$ cat config.mk
export PLATFORM = sky130hd
export DESIGN_NAME = via_serial_link
export DESIGN_NICKNAME = d
export VERILOG_FILES = /design/src/rtl/via_serial_link.sv
export SDC_FILE = /design/constraint.sdc
export NUM_CORES = 1
export LEC_CHECK = 0
export ABC_AREA = 1
export CAP_MARGIN = 20
export CORE_MARGIN = 3
export CORE_UTILIZATION = 49
export DETAILED_ROUTE_END_ITERATION = 10
export PLACE_DENSITY = 0.72
export SLEW_MARGIN = 0
export SYNTH_ARGS = -nofsm -noshare
export SYNTH_HDL_FRONTEND = slang
export SYNTH_SLANG_ARGS = --single-unit
$ cat constraint.sdc
create_clock -name clk32 -period 2.2 [get_ports clk32]
set_clock_uncertainty 0.1 [all_clocks]
set_input_delay 0.22 -clock clk32 [delete_from_list [all_inputs] [get_ports clk32]]
set_output_delay 0.22 -clock clk32 [all_outputs]
set_load 0.02 [all_outputs]
$ cat src/rtl/via_serial_link.sv
// Bit-serial engine between the VIA shift register (CB1/CB2) and the keyboard/ADB byte side.
// Mode 0 runs the Mac Plus keyboard handshake, mode 1 the Mac SE ADB transceiver.
//
// state   | meaning
// IDLE    | clock parked high, waiting for a Mac start (mode 0) or listen edge / queued byte (mode 1)
// TX      | clocking a frame in from the Mac on CB2
// WAIT_RX | mode 0: frame received, waiting for the Mac to release CB2 and a reply byte
// RX      | clocking the FIFO head out to the Mac MSB first
module via_serial_link #(
    parameter int DATA_W   = 8,
    parameter int DIV_PLUS = 1300,
    parameter int DIV_ADB  = 127,
    parameter int FIFO_AW  = 2,
    parameter int WAIT_TO  = 0
) (
    input  logic              clk32,
    input  logic              _systemReset,
    input  logic              clk8_en_p,
    input  logic              cpu_reset,
    input  logic              mode,
    input  logic              via_cb2_o,
    input  logic              via_cb2_t,
    input  logic              adb_listen,
    input  logic [DATA_W-1:0] rx_data,
    input  logic              rx_strobe,
    output logic              shift_clk,
    output logic              shift_data,
    output logic [DATA_W-1:0] tx_data,
    output logic              tx_strobe,
    output logic              busy,
    output logic              rx_full,
    output logic              overflow,
    output logic              timeout
);
    localparam int DEPTH   = 2 ** FIFO_AW;
    localparam int DIV_MAX = (DIV_PLUS > DIV_ADB) ? DIV_PLUS : DIV_ADB;
    localparam int CW      = $clog2(DIV_MAX + 2);
    localparam int BW      = (DATA_W > 1) ? $clog2(DATA_W) : 1;
    localparam int WW      = $clog2(WAIT_TO + 2);

    localparam logic [CW-1:0]      DIV_P_C   = CW'(DIV_PLUS);
    localparam logic [CW-1:0]      DIV_A_C   = CW'(DIV_ADB);
    localparam logic [BW-1:0]      LAST_BIT  = BW'(DATA_W - 1);
    localparam logic [WW-1:0]      WAIT_LOAD = WW'((WAIT_TO > 0) ? WAIT_TO - 1 : 0);
    localparam logic [FIFO_AW:0]   FULL_CNT  = (FIFO_AW + 1)'(DEPTH);

    typedef enum logic [1:0] {IDLE, TX, WAIT_RX, RX} state_t;

    state_t              state;
    logic                mode_r;
    logic                listen_q;
    logic [CW-1:0]       cnt;
    logic [BW-1:0]       bitcnt;
    logic [DATA_W-1:0]   sreg;
    logic [WW-1:0]       wcnt;

    logic [DATA_W-1:0]   mem [DEPTH];
    logic [FIFO_AW-1:0]  wr_ptr;
    logic [FIFO_AW-1:0]  rd_ptr;
    logic [FIFO_AW:0]    count;

    logic                din;
    logic                listen_edge;
    logic                fifo_empty;
    logic                fifo_pop;
    logic                fifo_push;
    logic [CW-1:0]       div_load;
    logic [BW-1:0]       rx_idx;
    logic [DATA_W-1:0]   head;

    assign din         = ~via_cb2_t | via_cb2_o;
    assign listen_edge = adb_listen & ~listen_q;
    assign fifo_empty  = (count == '0);
    assign rx_full     = (count == FULL_CNT);
    assign busy        = (state != IDLE);
    assign div_load    = mode_r ? DIV_A_C : DIV_P_C;
    assign rx_idx      = LAST_BIT - bitcnt;
    assign head        = mem[rd_ptr];
    // Pop lands on the final rising toggle of an RX frame.
    assign fifo_pop    = (state == RX) && (cnt == '0) && !shift_clk && (bitcnt == LAST_BIT);
    assign fifo_push   = rx_strobe && (!rx_full || fifo_pop);

    always_ff @(posedge clk32 or negedge _systemReset) begin
        if (!_systemReset) begin
            state      <= IDLE;
            mode_r     <= 1'b0;
            listen_q   <= 1'b0;
            cnt        <= '0;
            bitcnt     <= '0;
            sreg       <= '0;
            wcnt       <= '0;
            shift_clk  <= 1'b1;
            shift_data <= 1'b1;
            tx_data    <= '0;
            tx_strobe  <= 1'b0;
            timeout    <= 1'b0;
        end else if (cpu_reset) begin
            state      <= IDLE;
            mode_r     <= 1'b0;
            listen_q   <= 1'b0;
            cnt        <= '0;
            bitcnt     <= '0;
            sreg       <= '0;
            wcnt       <= '0;
            shift_clk  <= 1'b1;
            shift_data <= 1'b1;
            tx_data    <= '0;
            tx_strobe  <= 1'b0;
            timeout    <= 1'b0;
        end else if (clk8_en_p) begin
            tx_strobe <= 1'b0;
            timeout   <= 1'b0;
            listen_q  <= adb_listen;
            case (state)
                IDLE: begin
                    mode_r    <= mode;
                    cnt       <= '0;
                    bitcnt    <= '0;
                    shift_clk <= 1'b1;
                    if (mode ? listen_edge : !din)
                        state <= TX;
                    else if (mode && !fifo_empty)
                        state <= RX;
                end
                TX, RX: begin
                    // cnt idles at 0, so the first toggle comes on the first tick of the frame
                    if (cnt != '0) begin
                        cnt <= cnt - 1'b1;
                    end else begin
                        cnt       <= div_load;
                        shift_clk <= ~shift_clk;
                        if (shift_clk) begin
                            if (state == TX)
                                sreg <= {sreg[DATA_W-2:0], din};
                            else
                                shift_data <= head[rx_idx];
                        end else if (bitcnt == LAST_BIT) begin
                            cnt    <= '0;
                            bitcnt <= '0;
                            if (state == TX) begin
                                tx_data   <= sreg;
                                tx_strobe <= 1'b1;
                                wcnt      <= WAIT_LOAD;
                                state     <= mode_r ? IDLE : WAIT_RX;
                            end else begin
                                shift_data <= 1'b1;
                                state      <= IDLE;
                            end
                        end else begin
                            bitcnt <= bitcnt + 1'b1;
                        end
                    end
                end
                WAIT_RX: begin
                    if (din && !fifo_empty) begin
                        state  <= RX;
                        bitcnt <= '0;
                    end else if (WAIT_TO > 0) begin
                        if (wcnt == '0) begin
                            timeout <= 1'b1;
                            state   <= IDLE;
                        end else begin
                            wcnt <= wcnt - 1'b1;
                        end
                    end
                end
                default: state <= IDLE;
            endcase
        end
    end

    always_ff @(posedge clk32 or negedge _systemReset) begin
        if (!_systemReset) begin
            wr_ptr   <= '0;
            rd_ptr   <= '0;
            count    <= '0;
            overflow <= 1'b0;
        end else if (cpu_reset) begin
            wr_ptr   <= '0;
            rd_ptr   <= '0;
            count    <= '0;
            overflow <= 1'b0;
        end else if (clk8_en_p) begin
            if (fifo_push)
                wr_ptr <= wr_ptr + 1'b1;
            if (fifo_pop)
                rd_ptr <= rd_ptr + 1'b1;
            if (fifo_push && !fifo_pop)
                count <= count + 1'b1;
            else if (fifo_pop && !fifo_push)
                count <= count - 1'b1;
            if (rx_strobe && !fifo_push)
                overflow <= 1'b1;
        end
    end

    // Storage carries no reset; occupancy is tracked entirely by the pointers and count.
    always_ff @(posedge clk32) begin
        if (clk8_en_p && !cpu_reset && fifo_push)
            mem[wr_ptr] <= rx_data;
    end

endmodule

======== Word-level counts from Yosys, hierarchy flattened ========
Memory sizes are Yosys's and may differ from the RTL's.
Cells that the tools add are included.
word-level totals
  input bits .............................. 17
  output and inout port bits .............. 15
  bits in writable memories ............... 32
  memories ................................ 1
  logic and storage cells ................. 173
  bits in registers ....................... 46
memory list
  name  depth  bits a word  rd ports  clocked after Yosys merged registers in  write ports  line  text
  mem   4      8            1         0                                        1            57    logic [DATA_W-1:0] mem [DEPTH];
cells by class
  $lt $le $gt $ge ......................... 1
  add/subtract/negate cells ............... 7
  bitwise gates (word level) .............. 5
  mux-type cells .......................... 82
  reductions and logical operators ........ 49
  eq/ne operators ......................... 13
operator list
  cell                                                                   count
  8-bit 2-to-1 mux                                                       13
  11-bit 2-to-1 mux                                                      6
  1-bit 2-to-1 mux                                                       32
  2-bit 2-to-1 mux                                                       16
  3-bit 2-to-1 mux                                                       10
  11-bit case mux with 2 select lines                                    1
  2-bit nonzero test                                                     10
  3-bit inequality test (second input constant)                          4
  2-bit AND reduction                                                    6
  6-bit AND reduction                                                    2
  1-bit logical AND                                                      11
  11-bit logical NOT                                                     1
  11-bit nonzero test                                                    1
  11-bit by 1-bit subtractor with 11-bit output (second input constant)  1
  5-bit AND reduction                                                    2
  3-bit case mux with 3 select lines                                     1
  3-bit nonzero test                                                     3
  1-bit logical NOT                                                      7
  3-bit by 1-bit adder with 3-bit output (second input constant)         2
  3-bit equality test (second input constant)                            2
  2-bit inequality test (second input constant)                          3
  2-bit case mux with 3 select lines                                     1
  2-bit by 1-bit adder with 2-bit output (second input constant)         2
  2-bit equality test (second input constant)                            2
  16 further kinds                                                       18

======== Logic depth before layout (Yosys ltp) ========
Gate-level depths: netlist (run 1).
  depth after elaboration ................. 12
  depth in mapped cells ................... 14
  mapped depth without buffers ............ 14

======== Worst setup path before layout (run 1) ========
Ideal clock, no wire load.
  kind .................................... reg-to-reg
  start ................................... register count[0]
  end ..................................... register count[2]
  arrival time ............................ 2.152 ns
  cell stages (with the launch flop) ...... 12
  setup slack ............................. -0.168 ns
  required time ........................... 1.983 ns
  period minus slack after synthesis ...... 2.368 ns
  path buffers ............................ 0
  library setup time ...................... 0.117 ns
  cell sequence ........................... dfrtp_1 > nor3_1 > inv_1 > nand3_1 > inv_1 > fa_1 > xnor2_1 > inv_1 > nand2_1 > nand2_1 > nand3_1 > nand2_1
on the way
  longest elaborated chain between the ends .. 8
  elaborated cells on any way between the ends .. 15
  classes of those cells .................. add/sub (2); eq/ne (1); mux (4); reduce/logical (8)
ends and longest elaborated chain
  item                                                            line      text
  start, declared                                                 60        logic [FIFO_AW:0] count;
  start signal, assigned                                          189       count <= count + 1'b1;
  start signal, assigned                                          191       count <= count - 1'b1;
  3-bit equality test (*)                                         74        assign rx_full = (count == FULL_CNT);
  net rx_full                                                     31        output logic rx_full,
  1-bit logical NOT (*)                                           81        assign fifo_push = rx_strobe && (!rx_full || fifo_pop);
  1-bit logical OR (*)                                            81
  1-bit logical AND (*)                                           81
  1-bit logical AND / 1-bit logical NOT (equally long branches)   188, 190
  3-bit 2-to-1 mux / 1-bit logical AND (equally long branches)    188, 190
  3-bit 2-to-1 mux / 3-bit nonzero test (equally long branches)   -
  3-bit 2-to-1 mux / 2-bit AND reduction (equally long branches)  -
The timed path passes the listed nets; every way through them passes the cells marked *. The select of a mux whose other input is x is not followed.
A chain may end at the register's enable or synchronous reset.

======== Worst setup path in the final report (run 1) ========
  start ................................... register bitcnt[0]
  end ..................................... register count[2]
on the way
  longest elaborated chain between the ends .. 8
  elaborated cells on any way between the ends .. 13
  classes of those cells .................. eq/ne (1); mux (3); reduce/logical (9)
ends and longest elaborated chain
  item                                                            line      text
  start, declared                                                 53        logic [BW-1:0] bitcnt;
  start signal, assigned                                          150       bitcnt <= bitcnt + 1'b1;
  3-bit equality test (*)                                         80        assign fifo_pop = (state == RX) && (cnt == '0) && !shift_clk && (bitcnt == LAST_BIT);
  1-bit logical AND (*)                                           80
  1-bit logical OR                                                81
  1-bit logical AND                                               81
  1-bit logical AND / 1-bit logical NOT (equally long branches)   188, 190
  3-bit 2-to-1 mux / 1-bit logical AND (equally long branches)    188, 190
  3-bit 2-to-1 mux / 3-bit nonzero test (equally long branches)   -
  3-bit 2-to-1 mux / 2-bit AND reduction (equally long branches)  -
Every way passes the cells marked *; elsewhere a longest branch is shown, timed or not. The select of a mux whose other input is x is not followed.

==> flow_summary.rst, run 1 <==
.. list-table::
   :header-rows: 1

   * - Metric
     - Value
   * - Final WL
     - 8772 µm
   * - Top cell type's share of synthesized area
     - between 20 and 30%
   * - Setup slack on the worst flop-to-flop path
     - 0.02 ns
   * - Total count of max-transition violations in the final report
     - 0
   * - Synth-to-Final Area Change
     - 22.93%
   * - Worst slew margin
     - between 40% and 50%
   * - Worst slew pin tran
     - 0.8191 ns
   * - Buffer and inverter count on the worst path
     - 2
   * - Startpoint of the most critical hold path
     - adb_listen
   * - Switching power of the nets
     - 1803 µW
   * - Number of different library cells in the post-synthesis netlist
     - 39
   * - Sum Neg Setup Slack
     - 0 ns
   * - Number of enable flip-flop cells after synthesis
     - 32
   * - Critical Path AT
     - 2.38 ns
   * - Total of endpoints with negative setup slack in the final report
     - 0
   * - Placeable Area
     - 7767 µm²
   * - Largest fanout on the critical path
     - 2
   * - Required @ worst endpoint
     - 2.41 ns
   * - Worst setup timing slack at the placement stage
     - -0.05531 ns
   * - Kind of launch point of the worst setup path
     - register
   * - Half-perimeter wire length after detailed placement
     - 6282 µm
   * - Synthesized net count
     - 466
   * - Hold Path Depth
     - 3
   * - Cells after Synth
     - 440
   * - CTS Root Cell
     - sky130_fd_sc_hd__clkbuf_8
   * - Number of storage elements in the synthesis netlist
     - 77
   * - Reg2reg end
     - count[2]
   * - Violation count after the first detailed-routing iteration
     - between 150 and 200
   * - Crit path kind
     - reg -> reg
   * - Starting density of the core
     - between 50% and 60%
   * - Final count of hold timing violations
     - 0
   * - Combinational Power Share
     - 38.9%
   * - Number of placement rows
     - 32
   * - Clock transition at the registers of the reported paths
     - 0.09 ns
   * - Clock period minus worst slack
     - between 2 and 2.5 ns
   * - Width of the chip
     - 95.60 µm
   * - Total Power
     - 4663 µW
   * - Share of total power in sequential cells
     - a little under two fifths
   * - Fin worst setup slack
     - 0.02248 ns
   * - Fraction of synthesis flops using an asynchronous set or reset pin
     - 58.44%
   * - Critical path endpoint category
     - register
   * - Worst vdd ir
     - 456.6 µV
   * - Residual DRC count
     - 0
   * - Count of buffers from port buffering
     - 30
   * - CTS H-tree lvls
     - 3
   * - Flip-flop cell with the highest count after synthesis
     - sky130_fd_sc_hd__dfrtp_1
   * - Largest net degree at the start of global routing
     - 37
   * - Post-route cell area
     - about 4800 µm²
   * - Average vias per placed instance
     - ~5.2
   * - Chip height
     - roughly 96 µm
   * - Post-synthesis cell area
     - ~4000 µm²
   * - Fraction of power consumed by the clock network
     - approximately 23%
   * - Result of the run
     - finished, final reports clean
   * - Count of maximum capacitance violations
     - 0
   * - Depth of the worst register-to-register path
     - 13
   * - Max Freq
     - 459.2 MHz
   * - RSZ-0062 raised after global routing
     - true
   * - Cell family contributing the most delay on the critical path
     - simple AND/OR/NAND/NOR gates
   * - Gp weighted congestion
     - 0.8588
   * - Antenna violations before repair
     - 0
   * - Stage delay of the slowest cell on the critical path
     - 0.37 ns
   * - Dominant cells by area after synthesis
     - sky130_fd_sc_hd__dfrtp_1, sky130_fd_sc_hd__edfxtp_1, sky130_fd_sc_hd__nand2_1
   * - Terminating pin of the worst hold path
     - listen_q
   * - Proportion of synthesized chip area in sequential cells
     - 53.12%
   * - Ant. Diodes
     - 0
   * - TritonCTS clock tree
     - done
   * - Classification of the worst-slack hold path
     - in -> reg
   * - Die Footprint
     - approximately 9100 µm²
   * - First-pass GRT wire length
     - 14080 µm
   * - Mean instance size in the synthesized netlist
     - 8.940 µm²
   * - Largest buffer count on any clock path
     - 2
   * - Ports placed on the boundary
     - 32
   * - Nets@finish
     - 528
   * - Leakage dissipation
     - 0.002198 µW
   * - Cell breakdown of the critical path
     - ha_2 > ha_4 > inv_2 > nor2_4 > nand4_1 > nand3_2 > inv_2 > fa_2 > xnor2_2 > nand4_1 > nand2_1 > nand3_1 > nand2_1
   * - Antenna violation net count after detailed routing
     - 0
   * - Fraction of layout cells with a size suffix above 1
     - 20.91%
   * - Reg-to-reg startpoint
     - bitcnt[0]
   * - Cell taking the most area after synthesis
     - sky130_fd_sc_hd__dfrtp_1
   * - Via count of the first global-routing pass
     - 3093
   * - Global-route congestion overflow total
     - 0
   * - CTS sink count
     - just under 80
   * - Clk_lat worst skew
     - 0.36 ns
   * - Number of warnings printed during yosys synthesis
     - 0
   * - Cts bufs inserted
     - 9
   * - Global-route total usage across every layer
     - between 20% and 30%
   * - Wire length per cell
     - about 14 µm
   * - Power per unit of standard cell area
     - 964.2 nW/µm²
   * - Switching Share
     - between 30% and 40%
   * - Slowest cell on the critical path
     - sky130_fd_sc_hd__dfrtp_1
   * - Placed inst area
     - 4529 µm²
   * - Share of the clock period used by the worst path
     - a little over nine tenths
   * - Drt pass-1 iters
     - 4
   * - Vias after detailed routing
     - around 3200
   * - Internal power consumption
     - 2860 µW
==> per-stage QoR <==
stage	instances	utilization, %	hold slack, ns
floorplan	440	-	-0.1756
finish	609	62.26	0.3610
global route	609	62.26	0.3975
CTS	608	61.21	0.3460
global placement	590	58.31	0.2571
detailed placement	590	58.31	0.2666
==> worst max-delay path by stage <==
stage / depth (start not counted) / endpoint / start / slack, ns
final: 13 / count[2] / bitcnt[0] / 0.02
after global routing: 13 / count[2] / bitcnt[0] / -0.09
after CTS: 14 / count[2] / bitcnt[0] / 0.04
after detailed placement: 14 / count[2] / cnt[0] / -0.06
after global placement: 14 / count[2] / bitcnt[0] / 0.03
after floorplan: 14 / count[2] / bitcnt[0] / 0.006
==> synthesized netlist by cell type, drive strengths merged (2+ instances only) <==
master / n
xor2: 2
a21oi: 16
nor2: 33
o31ai: 2
dfstp: 2
nand4: 4
inv: 71
edfxtp: 32
nand2: 115
buf: 10
ha: 8
nor3: 6
dfrtp: 43
o22ai: 6
nand3: 45
o21ai: 35
==> metal layers <==
layer,track usage [%],wire (µm),vias up
li1,-,-,1555
met1,27.20,3863,1535
met2,32.02,4328,74
met3,3.078,429,13
met4,9.479,151,0
met5,0,0,-
==> registers in the layout (all words and copies together), names as in the netlist, 2 cells and up <==
register / flops
mem: 32
cnt: 11
sreg: 8
tx_data: 8
bitcnt: 3
count: 3
rd_ptr: 2
state: 2
wr_ptr: 2
==> cell families (layout without fill, tap and decap cells) <==
group           after synthesis  count (layout)  share of synthesized area (%)
fa+ha+maj                     9               9                          3.054
compound gates               62              62                          10.50
buf+inv                      82             149                          8.492
simple gates                206             206                          24.08
other cells                   1               1                        0.09533
xor+xnor                      3               3                         0.6681
flops                        77              77                          53.12
==> power by group through the flow <==
| stage | clock [µW] | combinational (µW) | sequential (µW) |
|---|---|---|---|
| after floorplan | 0 | 1160 | 1820 |
| after global placement | 0 | 1660 | 1780 |
| after detailed placement | 0 | 1710 | 1790 |
| after CTS | 1100 | 1760 | 1760 |
| after global routing | 1140 | 2000 | 1790 |
| final | 1080 | 1820 | 1770 |
==> tightest hold or removal path, cell delays in order <==
cell and delay [ns]:
sky130_fd_sc_hd__clkdlybuf4s50_1 0.42, sky130_fd_sc_hd__nand2_1 0.07, sky130_fd_sc_hd__o21ai_0 0.07
==> placed cells by master (no fill, tap or decap), drive strengths merged, types with 4 or more instances in the layout <==
cell,netlist,final
nor2,33,33
clkbuf,1,9
nand4,4,4
edfxtp,32,32
clkdlybuf4s50,0,28
ha,8,8
buf,10,32
a21oi,16,16
nand3,45,45
inv,71,73
o22ai,6,6
dfrtp,43,43
nor3,6,6
nand2,115,115
o21ai,35,35
==> layout make-up <==
class | instances | area [µm²]
clock buffers | 9 | 123.9
fillers | 661 | 2932
multi-input cells | 281 | 1588
well taps | 102 | 127.6
inverters | 71 | 266.5
repair buffers | 62 | 568.0
flip-flops and latches | 77 | 2091
clock inverters | 7 | 71.32
==> repair_timing <==
item                       4_1_cts  5_1_grt
buffers inserted                 1        2
hold endpoints to repair        32        0
resized for setup                3       23
pin swaps                        2        3
setup endpoints to repair        9       33
hold buffers                     1        0
Note: power is estimated with default switching activity, not from simulation.
==> run 2: changes to the inputs <==
--- a/config.mk
+++ b/config.mk
@@ -9,9 +9,9 @@
 export CAP_MARGIN = 20
 export CORE_MARGIN = 3
 export CORE_UTILIZATION = 49
+export CTS_BUF_LIST = sky130_fd_sc_hd__clkbuf_4 sky130_fd_sc_hd__clkbuf_8 sky130_fd_sc_hd__clkbuf_16
 export DETAILED_ROUTE_END_ITERATION = 10
 export PLACE_DENSITY = 0.72
-export SLEW_MARGIN = 0
 export SYNTH_ARGS = -nofsm -noshare
 export SYNTH_HDL_FRONTEND = slang
 export SYNTH_SLANG_ARGS = --single-unit
==> results of run 2 <==
Same layout as run 1: the final DEF is identical, and so are final timing and power.
==> run 3: changes to the inputs <==
--- a/config.mk
+++ b/config.mk
@@ -9,8 +9,8 @@
 export CAP_MARGIN = 20
 export CORE_MARGIN = 3
 export CORE_UTILIZATION = 49
-export CTS_BUF_LIST = sky130_fd_sc_hd__clkbuf_4 sky130_fd_sc_hd__clkbuf_8 sky130_fd_sc_hd__clkbuf_16
 export DETAILED_ROUTE_END_ITERATION = 10
+export HOLD_SLACK_MARGIN = 0.05
 export PLACE_DENSITY = 0.72
 export SYNTH_ARGS = -nofsm -noshare
 export SYNTH_HDL_FRONTEND = slang
==> results of run 3 <==
Same layout as run 1: the final DEF is identical, and so are final timing and power.
